===== src/rtl/smp_cap_mux.sv =====
// Multi-channel sample capture: per-channel FIFOs drained round-robin onto one tagged stream.
// Optional feature macro SMP_CAP_TS_EN adds a per-sample timestamp presented on out_ts.
module smp_cap_mux #(
  parameter int unsigned DW    = 32,
  parameter int unsigned NCH   = 4,
  parameter int unsigned DEPTH = 16,
  parameter int unsigned CNTW  = 16,
  parameter int unsigned TSW   = 32,
  localparam int unsigned CHW  = (NCH > 1) ? $clog2(NCH) : 1
) (
  input  logic              clk,
  input  logic              rst_n,
  input  logic              clr,
  input  logic              smp_en,
  input  logic [CNTW-1:0]   max_cnt,
  input  logic [NCH*DW-1:0] in_data,
  input  logic [NCH-1:0]    in_vld,
  output logic [DW-1:0]     out_data,
  output logic [CHW-1:0]    out_ch,
  output logic              out_vld,
  input  logic              out_rdy,
`ifdef SMP_CAP_TS_EN
  output logic [TSW-1:0]    out_ts,
`endif
  output logic [NCH-1:0]    ovf,
  output logic              done
);

  localparam int unsigned AW = $clog2(DEPTH);
`ifdef SMP_CAP_TS_EN
  localparam int unsigned FW = DW + TSW;
`else
  localparam int unsigned FW = DW;
`endif
  localparam logic [AW:0]     PtrOne = (AW + 1)'(1);
  localparam logic [CNTW-1:0] CntOne = CNTW'(1);
  localparam logic [CHW-1:0]  LastCh = CHW'(NCH - 1);

  typedef enum logic [1:0] {StIdle, StRun, StDrain, StDone} state_e;
  state_e state_q, state_d;

  logic [AW:0]     wr_ptr_q [NCH];
  logic [AW:0]     rd_ptr_q [NCH];
  logic [CNTW-1:0] cnt_q    [NCH];
  logic [FW-1:0]   mem_q    [NCH][DEPTH];
  logic [FW-1:0]   wr_word  [NCH];
  logic [FW-1:0]   rd_word  [NCH];
  logic [FW-1:0]   sel_word;
  logic [NCH-1:0]  ovf_q;
  logic [NCH-1:0]  empty, full, lim_ok, at_lim, push, drop, pop;
  logic [CHW-1:0]  rr_q, grant;
  logic            grant_vld, load, all_lim;
  logic [DW-1:0]   out_data_q;
  logic [CHW-1:0]  out_ch_q;
  logic            out_vld_q;

`ifdef SMP_CAP_TS_EN
  logic [TSW-1:0]  ts_q, out_ts_q;
`else
  logic [31:0]     unused_tsw;
  assign unused_tsw = 32'(TSW);
`endif

  for (genvar i = 0; i < NCH; i++) begin : g_ch
    assign empty[i]   = wr_ptr_q[i] == rd_ptr_q[i];
    assign full[i]    = (wr_ptr_q[i][AW] != rd_ptr_q[i][AW]) &&
                        (wr_ptr_q[i][AW-1:0] == rd_ptr_q[i][AW-1:0]);
    assign at_lim[i]  = cnt_q[i] == max_cnt;
    assign lim_ok[i]  = (max_cnt == '0) || (cnt_q[i] < max_cnt);
    // Full check uses pre-edge occupancy: a same-cycle pop does not rescue the sample.
    assign push[i]    = (state_q == StRun) && in_vld[i] && !full[i] && lim_ok[i];
    assign drop[i]    = (state_q == StRun) && in_vld[i] && full[i] && lim_ok[i];
    assign pop[i]     = load && grant_vld && (grant == CHW'(i));
    assign rd_word[i] = mem_q[i][rd_ptr_q[i][AW-1:0]];
`ifdef SMP_CAP_TS_EN
    assign wr_word[i] = {ts_q, in_data[i*DW +: DW]};
`else
    assign wr_word[i] = in_data[i*DW +: DW];
`endif
  end

  assign all_lim  = (max_cnt != '0) && (&at_lim);
  assign load     = !out_vld_q || out_rdy;
  assign sel_word = rd_word[grant];

  // Round-robin: rr_q holds the first channel to consider (one past the last grant).
  always_comb begin : p_arb
    logic [CHW:0] idx;
    idx       = '0;
    grant     = '0;
    grant_vld = 1'b0;
    for (int unsigned k = 0; k < NCH; k++) begin
      idx = {1'b0, rr_q} + (CHW + 1)'(k);
      if (idx >= (CHW + 1)'(NCH)) idx = idx - (CHW + 1)'(NCH);
      if (!grant_vld && !empty[idx[CHW-1:0]]) begin
        grant_vld = 1'b1;
        grant     = idx[CHW-1:0];
      end
    end
  end

  always_comb begin : p_fsm
    state_d = state_q;
    unique case (state_q)
      StIdle:  if (smp_en) state_d = StRun;
      StRun:   if (!smp_en || all_lim) state_d = StDrain;
      StDrain: if ((&empty) && !out_vld_q) state_d = StDone;
      StDone:  state_d = StDone;
      default: state_d = StIdle;
    endcase
    if (clr) state_d = StIdle;
  end

  always_ff @(posedge clk or negedge rst_n) begin : p_state
    if (!rst_n) state_q <= StIdle;
    else        state_q <= state_d;
  end

  always_ff @(posedge clk or negedge rst_n) begin : p_chan
    if (!rst_n) begin
      for (int i = 0; i < NCH; i++) begin
        wr_ptr_q[i] <= '0;
        rd_ptr_q[i] <= '0;
        cnt_q[i]    <= '0;
      end
      ovf_q <= '0;
    end else if (clr) begin
      for (int i = 0; i < NCH; i++) begin
        wr_ptr_q[i] <= '0;
        rd_ptr_q[i] <= '0;
        cnt_q[i]    <= '0;
      end
      ovf_q <= '0;
    end else begin
      for (int i = 0; i < NCH; i++) begin
        if (push[i]) begin
          wr_ptr_q[i] <= wr_ptr_q[i] + PtrOne;
          cnt_q[i]    <= cnt_q[i] + CntOne;
        end
        if (pop[i])  rd_ptr_q[i] <= rd_ptr_q[i] + PtrOne;
        if (drop[i]) ovf_q[i] <= 1'b1;
      end
    end
  end

  always_ff @(posedge clk) begin : p_mem
    for (int i = 0; i < NCH; i++) begin
      if (push[i]) mem_q[i][wr_ptr_q[i][AW-1:0]] <= wr_word[i];
    end
  end

  always_ff @(posedge clk or negedge rst_n) begin : p_out
    if (!rst_n) begin
      out_data_q <= '0;
      out_ch_q   <= '0;
      out_vld_q  <= 1'b0;
      rr_q       <= '0;
`ifdef SMP_CAP_TS_EN
      out_ts_q   <= '0;
`endif
    end else if (clr) begin
      out_vld_q <= 1'b0;
    end else if (load) begin
      out_vld_q <= grant_vld;
      if (grant_vld) begin
        out_data_q <= sel_word[DW-1:0];
        out_ch_q   <= grant;
        rr_q       <= (grant == LastCh) ? '0 : grant + CHW'(1);
`ifdef SMP_CAP_TS_EN
        out_ts_q   <= sel_word[FW-1:DW];
`endif
      end
    end
  end

`ifdef SMP_CAP_TS_EN
  always_ff @(posedge clk or negedge rst_n) begin : p_ts
    if (!rst_n)                                      ts_q <= '0;
    else if (state_q == StIdle && state_d == StRun)  ts_q <= '0;
    else                                             ts_q <= ts_q + TSW'(1);
  end

  assign out_ts = out_ts_q;
`endif

  assign out_data = out_data_q;
  assign out_ch   = out_ch_q;
  assign out_vld  = out_vld_q;
  assign ovf      = ovf_q;
  assign done     = (state_q == StDone);

endmodule


===== config.mk =====
export PLATFORM = sky130hd
export DESIGN_NAME = smp_cap_mux
export DESIGN_NICKNAME = d
export VERILOG_FILES = /design/src/rtl/smp_cap_mux.sv
export SDC_FILE = /design/constraint.sdc
export NUM_CORES = 2
export LEC_CHECK = 0
export CAP_MARGIN = 20
export CORE_ASPECT_RATIO = 1.75
export CORE_MARGIN = 1.5
export CORE_UTILIZATION = 59
export DETAILED_ROUTE_END_ITERATION = 16
export DONT_BUFFER_PORTS = 1
export HOLD_SLACK_MARGIN = 0.03
export PLACE_DENSITY = 0.75
export SYNTH_ARGS = -nofsm -noshare
export SYNTH_HDL_FRONTEND = slang
export SYNTH_SLANG_ARGS = --single-unit

===== constraint.sdc =====
create_clock -name clk -period 8.4 [get_ports clk]
set_input_delay 0.42 -clock clk [delete_from_list [all_inputs] [get_ports clk]]
set_output_delay 0.42 -clock clk [all_outputs]
set_load 0.01 [all_outputs]

==> flow_metrics.env <==
export IMPL_grt_pass1_wl_um=314000
export IMPL_p_int_w=0.0186
export IMPL_die_y_um=511
export IMPL_status="finished, final reports clean"
export IMPL_pwr_share_clk=0.337
export IMPL_ir_drop_v=0.000239
export IMPL_core_area_um2=147000
export IMPL_timing_final_hold_violations=0
export IMPL_antenna_found_initial=31
export IMPL_worstPathCellList="buf_4 > buf_4 > mux4_2 > mux4_2 > mux2i_1 > o221ai_1"
export IMPL_grt_max_degree=148
export IMPL_drv_slew=0
export IMPL_cts_root_buf="clkbuf_16"
export IMPL_pin_count=193
export IMPL_whs_ns=0.113
export IMPL_synth_edf_count=2048
export IMPL_critical_path_slowest_cell="dfrtp_4"
export IMPL_numPortBuffers=0
export IMPL_clk_latency_ns=0.85
export IMPL_reg2reg_depth=6
export IMPL_first_pass_iters=6
export IMPL_min_from="in_vld[2]"
export IMPL_drt_initial_drc_count=5034
export IMPL_numCtsBuffers=184
export IMPL_switching_share=0.265
export IMPL_ys_seq_elements=2195
export IMPL_clockBufferDepth=3
export IMPL_setup_viol=0
export IMPL_final_nets=4399
export IMPL_fin_crit_ns=4.52
export IMPL_fmax_mhz=221
export IMPL_synth_flop_cell="edfxtp_1"
export IMPL_synth_area_um2=86900
export IMPL_max_stage_delay_ns=0.81
export IMPL_hold_path_class="input port to register"
export IMPL_syn_to_final_growth_pct=11.4
export IMPL_r2r_setup_slack_ns=3.88
export IMPL_hold_end="ovf[2]"
export IMPL_power_switching_w=0.00670
export IMPL_dieArea_um2=150000
export IMPL_rsz0062_at_grt="no"
export IMPL_drc=0
export IMPL_setup_tns_final_ns=0
export IMPL_die_w_um=293
export IMPL_synthCells=3955
export IMPL_synth_top_cell_area_share=0.707
export IMPL_cts_tree="built"
export IMPL_cp_arrival_ns=5.18
export IMPL_ys_async_sr_fraction=0.0670
export IMPL_wirelength_um=219000
export IMPL_power_frac_seq=0.497
export IMPL_syn_area_per_cell_um2=22.0
export IMPL_r2r_end="out_data[9]"
export IMPL_critPathRequiredTime_ns=9.06
export IMPL_drt_wirelength_per_cell_um=35.2
export IMPL_netlist_cell_type_count=68
export IMPL_hold_path_cell_count=4
export IMPL_cts_setup_buffers=0
export IMPL_track_usage=0.299
export IMPL_gp_congestion=0.863
export IMPL_cap_violations=0
export IMPL_grt_pass1_vias=43864
export IMPL_period_share=0.538
export IMPL_powerDensity_nw_per_um2=261
export IMPL_ys_warn_count=0
export IMPL_relSlewSlack=0.310
export IMPL_share_comb_of_total_power=0.166
export IMPL_antenna_left=0
export IMPL_start_util=0.593
export IMPL_finalPower_w=0.0253
export IMPL_synthTopCellsByCount="2,048 x edfxtp_1, 639 x mux4_2, 147 x dfrtp_1"
export IMPL_overflow=0
export IMPL_ctsHoldBuffers=136
export IMPL_worstMarginPinSlew_ns=1.01
export IMPL_start_kind="register"
export IMPL_yosysMostFrequentCell="edfxtp_1"
export IMPL_yosys_area_top_type="edfxtp_1"
export IMPL_synthTopCellsByArea="edfxtp_1 71%, mux4_2 17%, dfrtp_1 4.2%"
export IMPL_vias=42257
export IMPL_end_kind="register"
export IMPL_power_leakage_nw=30.2
export IMPL_critical_path_class="register to register"
export IMPL_rows=186
export IMPL_synth_net_count=4196
export IMPL_path_clk_slew_ns=0.07
export IMPL_drive_above_1_share=0.256
export IMPL_cp_max_fo=54
export IMPL_cts_resized=0
export IMPL_r2r_start="rd_ptr_q[6]"
export IMPL_clock_sinks=2195
export IMPL_cts_htree_levels=4
export IMPL_hpwl_um=123000
export IMPL_fin_worst_skew_ns=0.0343
export IMPL_avgViaCountPerCell=6.81
export IMPL_synth_seq_area_share=0.750
## cell usage in the layout, fill, tap and decap left out, drive strengths merged, types with 35 or more instances in the layout
cell         count
nor2            84
a21oi           66
ha              88
nand4           38
clkbuf         228
clkinv          84
buf            101
dlygate4sd3    134
and3            35
nand2           82
dfrtp          147
mux2i           68
xnor2           49
edfxtp        2048
inv             49
mux4           640
## critical path: cells and delay by family (launching register included)
family | cells | cell delay (ns)
muxes | 3 | 1.76
buffers and inverters | 2 | 1.41
DFF | 1 | 0.81
AOI/OAI and AO/OA | 1 | 0.24
## cells by family (layout without fill, tap and decap cells)
group           Yosys count  count (layout)  synth area share
flops                  2195            2195             0.750
other cells               0              14                 0
fa+ha+maj                88              88            0.0127
simple gates            428             428            0.0279
buf+inv                 257             616            0.0124
xor+xnor                 70              70           0.00705
compound gates          203             203            0.0158
mux                     714             714             0.174
## flip-flops by register name, summed over array words and instances, names as in the netlist
| signal | cells |
|---|---|
| wr_ptr_q | 20 |
| state_q | 2 |
| cnt_q | 64 |
| rd_ptr_q | 20 |
| rr_q | 2 |
| out_ch | 2 |
| ovf | 4 |
| out_vld | 1 |
| mem_q | 2048 |
| out_data | 32 |
## per-layer routing
| layer | GRT usage | wire length (µm) |
|---|---|---|
| met1 | 0.368 | 73200 |
| met2 | 0.502 | 113000 |
| met3 | 0.0719 | 21500 |
| met4 | 0.142 | 11200 |
| met5 | 0 | 103 |
## final cells by class
cell class | instances | area [µm²]
diodes | 14 | 35.0
clock buffers | 228 | 4900
clock inverters | 114 | 1060
fillers | 9145 | 49800
inverters | 39 | 146
multi-input cells | 1503 | 20900
flip-flops and latches | 2195 | 65200
well taps | 1880 | 2350
repair buffers | 235 | 2190
## stage by stage
step           worst slack [ns]  cell area [µm²]  cells   util
3_3_place_gp               3.86            89500   5716  0.610
6_report                   3.88            96800   6208  0.661
2_1_floorplan              2.22            86900   3955      -
3_5_place_dp               3.94            89500   5716  0.610
4_1_cts                    3.92            96800   6194  0.660
5_1_grt                    3.79            96800   6202  0.660
## power groups by stage
stage          Clock (W)  Combinational (W)  Sequential [W]
4_1_cts          0.00861            0.00420          0.0126
3_3_place_gp           0            0.00392          0.0128
6_report         0.00854            0.00419          0.0126
2_1_floorplan          0            0.00293          0.0124
5_1_grt          0.00900            0.00437          0.0126
3_5_place_dp           0            0.00397          0.0128
## worst max path at each step
stage	from	to	slack, ns	cells past startpoint
finish	rd_ptr_q[6]	out_data[9]	3.88	6
global route	rd_ptr_q[6]	out_data[9]	3.79	6
CTS	rd_ptr_q[6]	out_data[9]	3.92	6
floorplan	max_cnt[13]	mem_q[2][448]	2.22	11
global placement	rd_ptr_q[6]	out_data[9]	3.86	6
detailed placement	rd_ptr_q[6]	out_data[9]	3.94	6
Power figures use the tool's default switching activity.
